===== src/rtl/seq_stream_tx.sv =====
// Serial frame transmitter: each accepted word goes out as a 6-bit sync header
// followed by the DATA_W-bit payload, MSB first, optionally followed by idle gap cycles.
module seq_stream_tx #(
  parameter logic [5:0]  SYNC_A = 6'b111000,
  parameter logic [5:0]  SYNC_B = 6'b101110,
  parameter int unsigned DATA_W = 8,
  parameter int unsigned GAP    = 0
) (
  input  logic              clk,
  input  logic              rst_n,
  input  logic [DATA_W-1:0] data_in,
  input  logic              hdr_sel,
  input  logic              data_in_vld,
  output logic              data_in_rdy,
  output logic              dout,
  output logic              dout_vld,
  output logic              frame_done,
  output logic              busy
);

  localparam int unsigned HDR_W   = 6;
  localparam int unsigned FRAME_W = HDR_W + DATA_W;
  localparam int unsigned CNT_W   = $clog2(FRAME_W + GAP + 1);
  localparam bit          HAS_GAP = (GAP != 0);

  localparam logic [CNT_W-1:0] HDR_LAST  = CNT_W'(HDR_W - 1);
  localparam logic [CNT_W-1:0] DATA_LAST = CNT_W'(FRAME_W - 1);
  localparam logic [CNT_W-1:0] GAP_LAST  = CNT_W'(FRAME_W + GAP - 1);
  localparam logic [CNT_W-1:0] CNT_ONE   = CNT_W'(1);

  typedef enum logic [1:0] {
    ST_IDLE,
    ST_HDR,
    ST_DATA,
    ST_GAP
  } state_t;

  state_t             state_q, state_d;
  logic [CNT_W-1:0]   cnt_q, cnt_d;
  logic [FRAME_W-1:0] shift_q, shift_d;
  logic               dout_q, dout_d;
  logic               vld_q, vld_d;
  logic               done_q, done_d;
  logic               busy_q, busy_d;

  logic               data_last;
  logic               gap_last;
  logic               accept;
  logic [HDR_W-1:0]   hdr_word;

  // The counter tracks the position within header+payload+gap, so the
  // "last cycle" decodes below are simple compares against fixed positions.
  assign data_last   = (state_q == ST_DATA) && (cnt_q == DATA_LAST);
  assign gap_last    = (state_q == ST_GAP)  && (cnt_q == GAP_LAST);
  assign data_in_rdy = rst_n && ((state_q == ST_IDLE) ||
                                 (data_last && !HAS_GAP) ||
                                 gap_last);
  assign accept      = data_in_vld && data_in_rdy;
  assign hdr_word    = hdr_sel ? SYNC_B : SYNC_A;

  always_comb begin
    state_d = state_q;
    cnt_d   = cnt_q;
    shift_d = shift_q;

    unique case (state_q)
      ST_IDLE: begin
        cnt_d = '0;
      end
      ST_HDR: begin
        cnt_d   = cnt_q + CNT_ONE;
        shift_d = shift_q << 1;
        if (cnt_q == HDR_LAST) begin
          state_d = ST_DATA;
        end
      end
      ST_DATA: begin
        shift_d = shift_q << 1;
        if (cnt_q == DATA_LAST) begin
          if (HAS_GAP) begin
            state_d = ST_GAP;
            cnt_d   = cnt_q + CNT_ONE;
          end else begin
            state_d = ST_IDLE;
            cnt_d   = '0;
          end
        end else begin
          cnt_d = cnt_q + CNT_ONE;
        end
      end
      ST_GAP: begin
        if (cnt_q == GAP_LAST) begin
          state_d = ST_IDLE;
          cnt_d   = '0;
        end else begin
          cnt_d = cnt_q + CNT_ONE;
        end
      end
    endcase

    // An accept can only land on a cycle that would otherwise return to IDLE,
    // so it simply overrides that choice and starts the next frame.
    if (accept) begin
      state_d = ST_HDR;
      cnt_d   = '0;
      shift_d = {hdr_word, data_in};
    end

    vld_d  = (state_d == ST_HDR) || (state_d == ST_DATA);
    dout_d = vld_d && shift_d[FRAME_W-1];
    done_d = (state_d == ST_DATA) && (cnt_d == DATA_LAST);
    busy_d = (state_d != ST_IDLE);
  end

  always_ff @(posedge clk or negedge rst_n) begin
    if (!rst_n) begin
      state_q <= ST_IDLE;
      cnt_q   <= '0;
      shift_q <= '0;
      dout_q  <= 1'b0;
      vld_q   <= 1'b0;
      done_q  <= 1'b0;
      busy_q  <= 1'b0;
    end else begin
      state_q <= state_d;
      cnt_q   <= cnt_d;
      shift_q <= shift_d;
      dout_q  <= dout_d;
      vld_q   <= vld_d;
      done_q  <= done_d;
      busy_q  <= busy_d;
    end
  end

  assign dout       = dout_q;
  assign dout_vld   = vld_q;
  assign frame_done = done_q;
  assign busy       = busy_q;

endmodule


===== config.mk =====
export PLATFORM = sky130hd
export DESIGN_NAME = seq_stream_tx
export DESIGN_NICKNAME = d
export VERILOG_FILES = /design/src/rtl/seq_stream_tx.sv
export SDC_FILE = /design/constraint.sdc
export NUM_CORES = 1
export LEC_CHECK = 0
export ABC_AREA = 1
export BUFFER_PORTS_ARGS = -buffer_cell sky130_fd_sc_hd__buf_4
export CAP_MARGIN = 20
export CORE_ASPECT_RATIO = 1.5
export CORE_MARGIN = 2
export CORE_UTILIZATION = 45
export DETAILED_ROUTE_END_ITERATION = 8
export HOLD_SLACK_MARGIN = 0.15
export PLACE_DENSITY = 0.76
export SLEW_MARGIN = 20
export SYNTH_ARGS = -nofsm -noshare
export SYNTH_HDL_FRONTEND = slang
export SYNTH_SLANG_ARGS = --single-unit

===== constraint.sdc =====
create_clock -name clk -period 2 [get_ports clk]
set_input_delay 0.3 -clock clk [delete_from_list [all_inputs] [get_ports clk]]
set_output_delay 0.3 -clock clk [all_outputs]
set_load 0.01 [all_outputs]

==> metrics.cfg, run 1 <==
[status]
status = completed

[critical_path]
crit_type = register to register
cp_max_fo = 4
arrival_ns = 2.06
critical_path_required_ns = 2.19
r2r_end = frame_done
endpoint_kind = register
r2r_cells = 12
cp_slowest_stage_delay_ns = 0.44
cp_num_buf_inv = 2
rr_startpoint = state_q[1]
path_depth = 12
path_cells = buf_4 > ha_1 > inv_1 > nand2_1 > nand2_1 > nand3_1 > a21oi_2 > ha_1 > o21ai_0 > nor2_1 > nand3_1 > nor2_1
path_delay_family = simple AND/OR/NAND/NOR gates
r2r_setup_slack_ns = 0.13
slowest_stage = dfrtp_2
crit_path_start_kind = register

[sta]
drv_slew = 0
timing.final.crit_share_pct = 93.4
setup_ws_ns = 0.132
tightest_slew_ns = 0.409
setup_viol = 0
slew-limit-headroom_pct = 72.7
fin_skew_ns = 0.0109
hold_ws_ns = 0.244
final.min_clock_period_ns = 1.87
max_clock_freq_ghz = 0.535
final_hold_viol_count = 0
fin_setup_tns_ns = 0

[logic_synthesis]
synth_edf_count = 0
synth_cell_types = 23
syn_avg_cell_area_sq_um = 7.93
syn-num-nets = 190
synthFlopType = dfrtp_1
syn_inst = 170
seq_area_frac_synth_pct = 44.5
synth_async_sr_flop_share_pct = 100
ys_ff_latch = 24
syn-cell-area_sq_mm = 0.00135
synth_warnings = 0

[power_and_ir_drop]
peakVddDrop_uv = 638
p_total_mw = 2.04
leakage_nw = 0.913
power_density_mw_per_mm2 = 1240

[grt]
grt_overflow = 0
grt_pass1_wl_microns = 4600
met2_usage_pct = 32.7
antenna_found_initial = 0
grtUsageTotal_pct = 17.0
grt_pass1_vias = 1093
use_met3_pct = 1.69
top_usage_layer = met2
grt_use_met1_pct = 18.5
grt_max_degree = 26

[clock_network]
cts_root_buf = clkbuf_8
cts_tree = built
clk_path_buf_depth = 2
numCtsBuffers = 3
insertion_delay_ns = 0.27
clkTransAtPathRegs_ns = 0.08
cts.sinks = 24
h-tree-depth = 1

[layout]
layout_commonest_cell = nand2_1
synthToLayoutAreaGrowth_pct = 21.6
fillers = 275
design_area_sq_mm = 0.00164
seq_area_sq_um = 602
nNetsFinal = 215
final_cells = 233
multi_input_area_sq_um = 619
drive_gt1_share_pct = 21.6
final_cell_mix = nand2_1 (54), inv_1 (25), buf_4 (25), dfrtp_1 (23), nand3_1 (19)
diodes = 0
post-route-util_pct = 56.9

[hold_path]
hold_path_depth = 3
min_from = data_in[0]
hold_end = shift_q[0]
hp-class = input pin to register

[placement]
io_buffers = 16
routabilityCongestion = 0.921
dp_hpwl_microns = 2100
place_inst = 226
place_ws_ns = -0.00435
place_area_sq_mm = 0.00153

[route]
vias_per_cell = 4.99
drc = 0
dr.first_iter.drc_count = 47
wl_per_cell_microns = 12.1
drt_pre_antenna_iters = 5
ant_nets = 0
vias = 1162
finalWirelength_microns = 2820

[floorplan]
die_h_microns = 71.1
io_pins = 17
start_util_pct = 46.8
die_area_sq_mm = 0.00346
die_w_microns = 48.7
num_rows = 24
coreArea_sq_mm = 0.00288

[job]
max_cap_viol_count = 0

-- how the worst max path moves through the flow --
| stage | start | end | slack (ns) |
|---|---|---|---|
| floorplan | state_q[0] | frame_done | 0.17 |
| CTS | state_q[1] | frame_done | 0.01 |
| finish | state_q[1] | frame_done | 0.13 |
| global route | state_q[1] | frame_done | -0.003 |
| detailed placement | state_q[1] | frame_done | -0.004 |
| global placement | state_q[1] | frame_done | 0.08 |
-- cells in the mapped netlist (2+ instances only) --
cell type,instances,area share (%)
nand2_1,55,15
inv_1,26,7.2
dfrtp_1,24,45
nand3_1,19,7.1
ha_1,8,7.4
nand4_1,8,3.7
nor2_1,7,1.9
a21oi_1,3,1.1
o21ai_0,3,1.1
buf_1,2,0.56
buf_6,2,1.7
nor3_1,2,0.74
-- worst register-to-register path, delay by kind of cell (launching register included) --
kind,cells,cell delay (ns)
compound gates,2,0.26
fa+ha+maj,2,0.32
simple gates,6,0.60
flops,1,0.44
buf+inv,2,0.19
-- final cells by class --
type                    instances  share of cell area, %
repair buffers                 26                   12.1
multi-input cells             113                   37.8
inverters                      27                   6.18
clock buffers                   3                   2.52
flip-flops and latches         24                   36.7
well taps                      39                   2.97
clock inverters                 1                   1.83
-- registers in the layout (all words and copies together), names as in the netlist --
signal      flops
shift_q        14
cnt_q           4
state_q         2
busy            1
dout            1
dout_vld        1
frame_done      1
-- cell families (layout without fill, tap and decap cells) --
family,after synthesis,after routing,synth area share (%)
compound gates,9,9,5.01
flops,24,24,44.5
mux,1,1,0.742
fa+ha+maj,8,8,7.42
buf+inv,33,57,10.6
simple gates,95,95,31.7
-- power breakdown --
group	switching, mW	total [mW]	internal, mW
logic	0.511	0.859	0.348
clock network	0.153	0.420	0.267
registers	0.0935	0.763	0.669
total	0.757	2.04	1.28
-- timing repair --
action,4_1_cts,5_1_grt
hold endpoints to repair,24,0
pin swaps,0,0
endpoints found under the setup margin,1,2
hold buffers,1,0
buffers inserted,0,2
resized for setup,1,6
-- metal layers --
layer	vias to the layer above	wire, microns
met5	-	0
met4	0	85
met3	10	105
met2	43	1520
met1	528	1110
li1	581	-
No activity file was read; power rests on OpenSTA's default activity.
==> inputs of run 2 (changes only) <==
--- a/config.mk
+++ b/config.mk
@@ -13,7 +13,8 @@
 export CORE_UTILIZATION = 45
 export DETAILED_ROUTE_END_ITERATION = 8
 export HOLD_SLACK_MARGIN = 0.15
-export PLACE_DENSITY = 0.76
+export PLACE_DENSITY_LB_ADDON = 0.3
+export RECOVER_POWER = 50
 export SLEW_MARGIN = 20
 export SYNTH_ARGS = -nofsm -noshare
 export SYNTH_HDL_FRONTEND = slang
==> run 2 against run 1 <==
  * Sequential share of layout area hardly changed
  * Setup slack lost 0.012 ns
  * Critical endpoint is now dout
  * Hold slack gained 0.0044 ns
  * Total power shrank 4.3%
  * Fmax fell by 0.62%
  * First-iteration DRC count decreased by 34%
  * Non-clock buffer count is 3 higher
==> metrics.cfg, run 2 (synthesized netlist as in run 1, its figures left out) <==
[status]
status = completed

[sta]
final.min_clock_period_ns = 1.88
max_clock_freq_ghz = 0.532
fin_setup_tns_ns = 0
fin_skew_ns = 0.00702
setup_ws_ns = 0.120
tightest_slew_ns = 0.594
drv_slew = 0
final_hold_viol_count = 0
timing.final.crit_share_pct = 94.0
slew-limit-headroom_pct = 60.4
setup_viol = 0

[route]
drt_pre_antenna_iters = 4
wl_per_cell_microns = 12.0
vias_per_cell = 5.09
finalWirelength_microns = 2820
dr.first_iter.drc_count = 31
drc = 0
vias = 1195
ant_nets = 0

[hold_path]
min_from = data_in[0]
hold_path_depth = 3
hold_end = shift_q[0]
hp-class = input pin to register

[critical_path]
rr_startpoint = state_q[1]
crit_path_start_kind = register
critical_path_required_ns = 2.14
r2r_end = dout
r2r_setup_slack_ns = 0.12
crit_type = register to register
cp_max_fo = 3
r2r_cells = 10
arrival_ns = 2.02
endpoint_kind = register

[layout]
reg_top3 = shift_q (14), cnt_q (4), state_q (2)
largest_reg_flops = 14
nNetsFinal = 218
drive_gt1_share_pct = 22.4
fillers = 289
seq_area_sq_um = 601
layout_commonest_cell = nand2_1
synthToLayoutAreaGrowth_pct = 21.5
top_register = shift_q
post-route-util_pct = 56.9
final_cells = 235
diodes = 0
final_cell_mix = nand2_1 (53), inv_1 (25), buf_4 (25), dfrtp_1 (24), nand3_1 (17)
multi_input_area_sq_um = 637

[grt]
grtUsageTotal_pct = 17.2
antenna_found_initial = 0
grt_pass1_vias = 1154
grt_max_degree = 25
grt_pass1_wl_microns = 4710
grt_overflow = 0

[clock_network]
cts_root_buf = clkbuf_8
cts.sinks = 24
clk_path_buf_depth = 2
numCtsBuffers = 3
insertion_delay_ns = 0.26
cts_tree = built
h-tree-depth = 1
clkTransAtPathRegs_ns = 0.08

[placement]
io_buffers = 16
place_ws_ns = -0.0242
dp_hpwl_microns = 2070
routabilityCongestion = 0.921
place_inst = 227

[floorplan]
die_w_microns = 48.7
coreArea_sq_mm = 0.00288
die_h_microns = 71.1
io_pins = 17
num_rows = 24
start_util_pct = 46.8
die_area_sq_mm = 0.00346

[power_and_ir_drop]
p_total_mw = 1.95
leakage_nw = 0.908
power_density_mw_per_mm2 = 1190
peakVddDrop_uv = 858

[job]
max_cap_viol_count = 0

==> run 2: changes by cell type in the layout (fill, tap and decap cells not counted), sizes merged <==
| cell | before | now |
|---|---|---|
| clkbuf | 3 | 6 |
| bufinv | 1 | 0 |
==> run 2: where the power goes <==
group          switching (mW)  internal (mW)  leakage [nW]
logic                   0.524          0.391         0.584
registers              0.0906          0.670         0.302
clock network           0.145          0.135        0.0216
==> run 2: how the worst max path moves through the flow <==
stage / from / end / cells past startpoint / slack [ns]
after floorplan: state_q[0] / frame_done / 12 / 0.17
after global placement: state_q[1] / frame_done / 12 / 0.13
after detailed placement: state_q[1] / frame_done / 12 / -0.02
after CTS: state_q[1] / frame_done / 12 / 0.04
after global routing: state_q[1] / frame_done / 11 / -0.02
final: state_q[1] / dout / 10 / 0.12
==> run 2: layout make-up <==
| class | count | area share (%) |
|---|---|---|
| Sequential cell | 24 | 36.6 |
| Tap cell | 39 | 2.98 |
| Timing Repair Buffer | 29 | 12.8 |
| Clock buffer | 3 | 2.52 |
| Multi-Input combinational cell | 113 | 38.9 |
| Inverter | 27 | 6.18 |
==> run 2: critical path, stage by stage, from the launching register on <==
cell,delay (ns)
dfrtp_1,0.41
buf_4,0.16
ha_1,0.18
inv_1,0.05
nand2_1,0.06
nand2_2,0.11
nand3_2,0.09
a21oi_2,0.17
buf_4,0.14
ha_1,0.23
a21boi_2,0.16
==> run 2: what timing repair did <==
| item | in CTS | in global routing |
|---|---|---|
| endpoints found under the hold margin | 24 | 0 |
| setup buffers | 1 | 3 |
| resized for setup | 0 | 10 |
| pin swaps | 0 | 4 |
| setup endpoints to repair | 1 | 2 |
| hold buffers | 1 | 0 |
==> run 2: metrics by stage <==
step	hold WS (ns)	cell area [sq um]
global route	0.269	1640
floorplan	0.00441	1350
CTS	0.242	1600
finish	0.248	1640
global placement	0.318	1540
detailed placement	0.321	1540
==> run 2: metal layers <==
layer / GRT usage (%) / vias up / wire, microns
met4: 7.62 / 0 / 55
li1: - / 587 / -
met1: 18.0 / 582 / 1110
met2: 33.5 / 20 / 1590
met5: 0 / - / 0
met3: 2.32 / 6 / 62
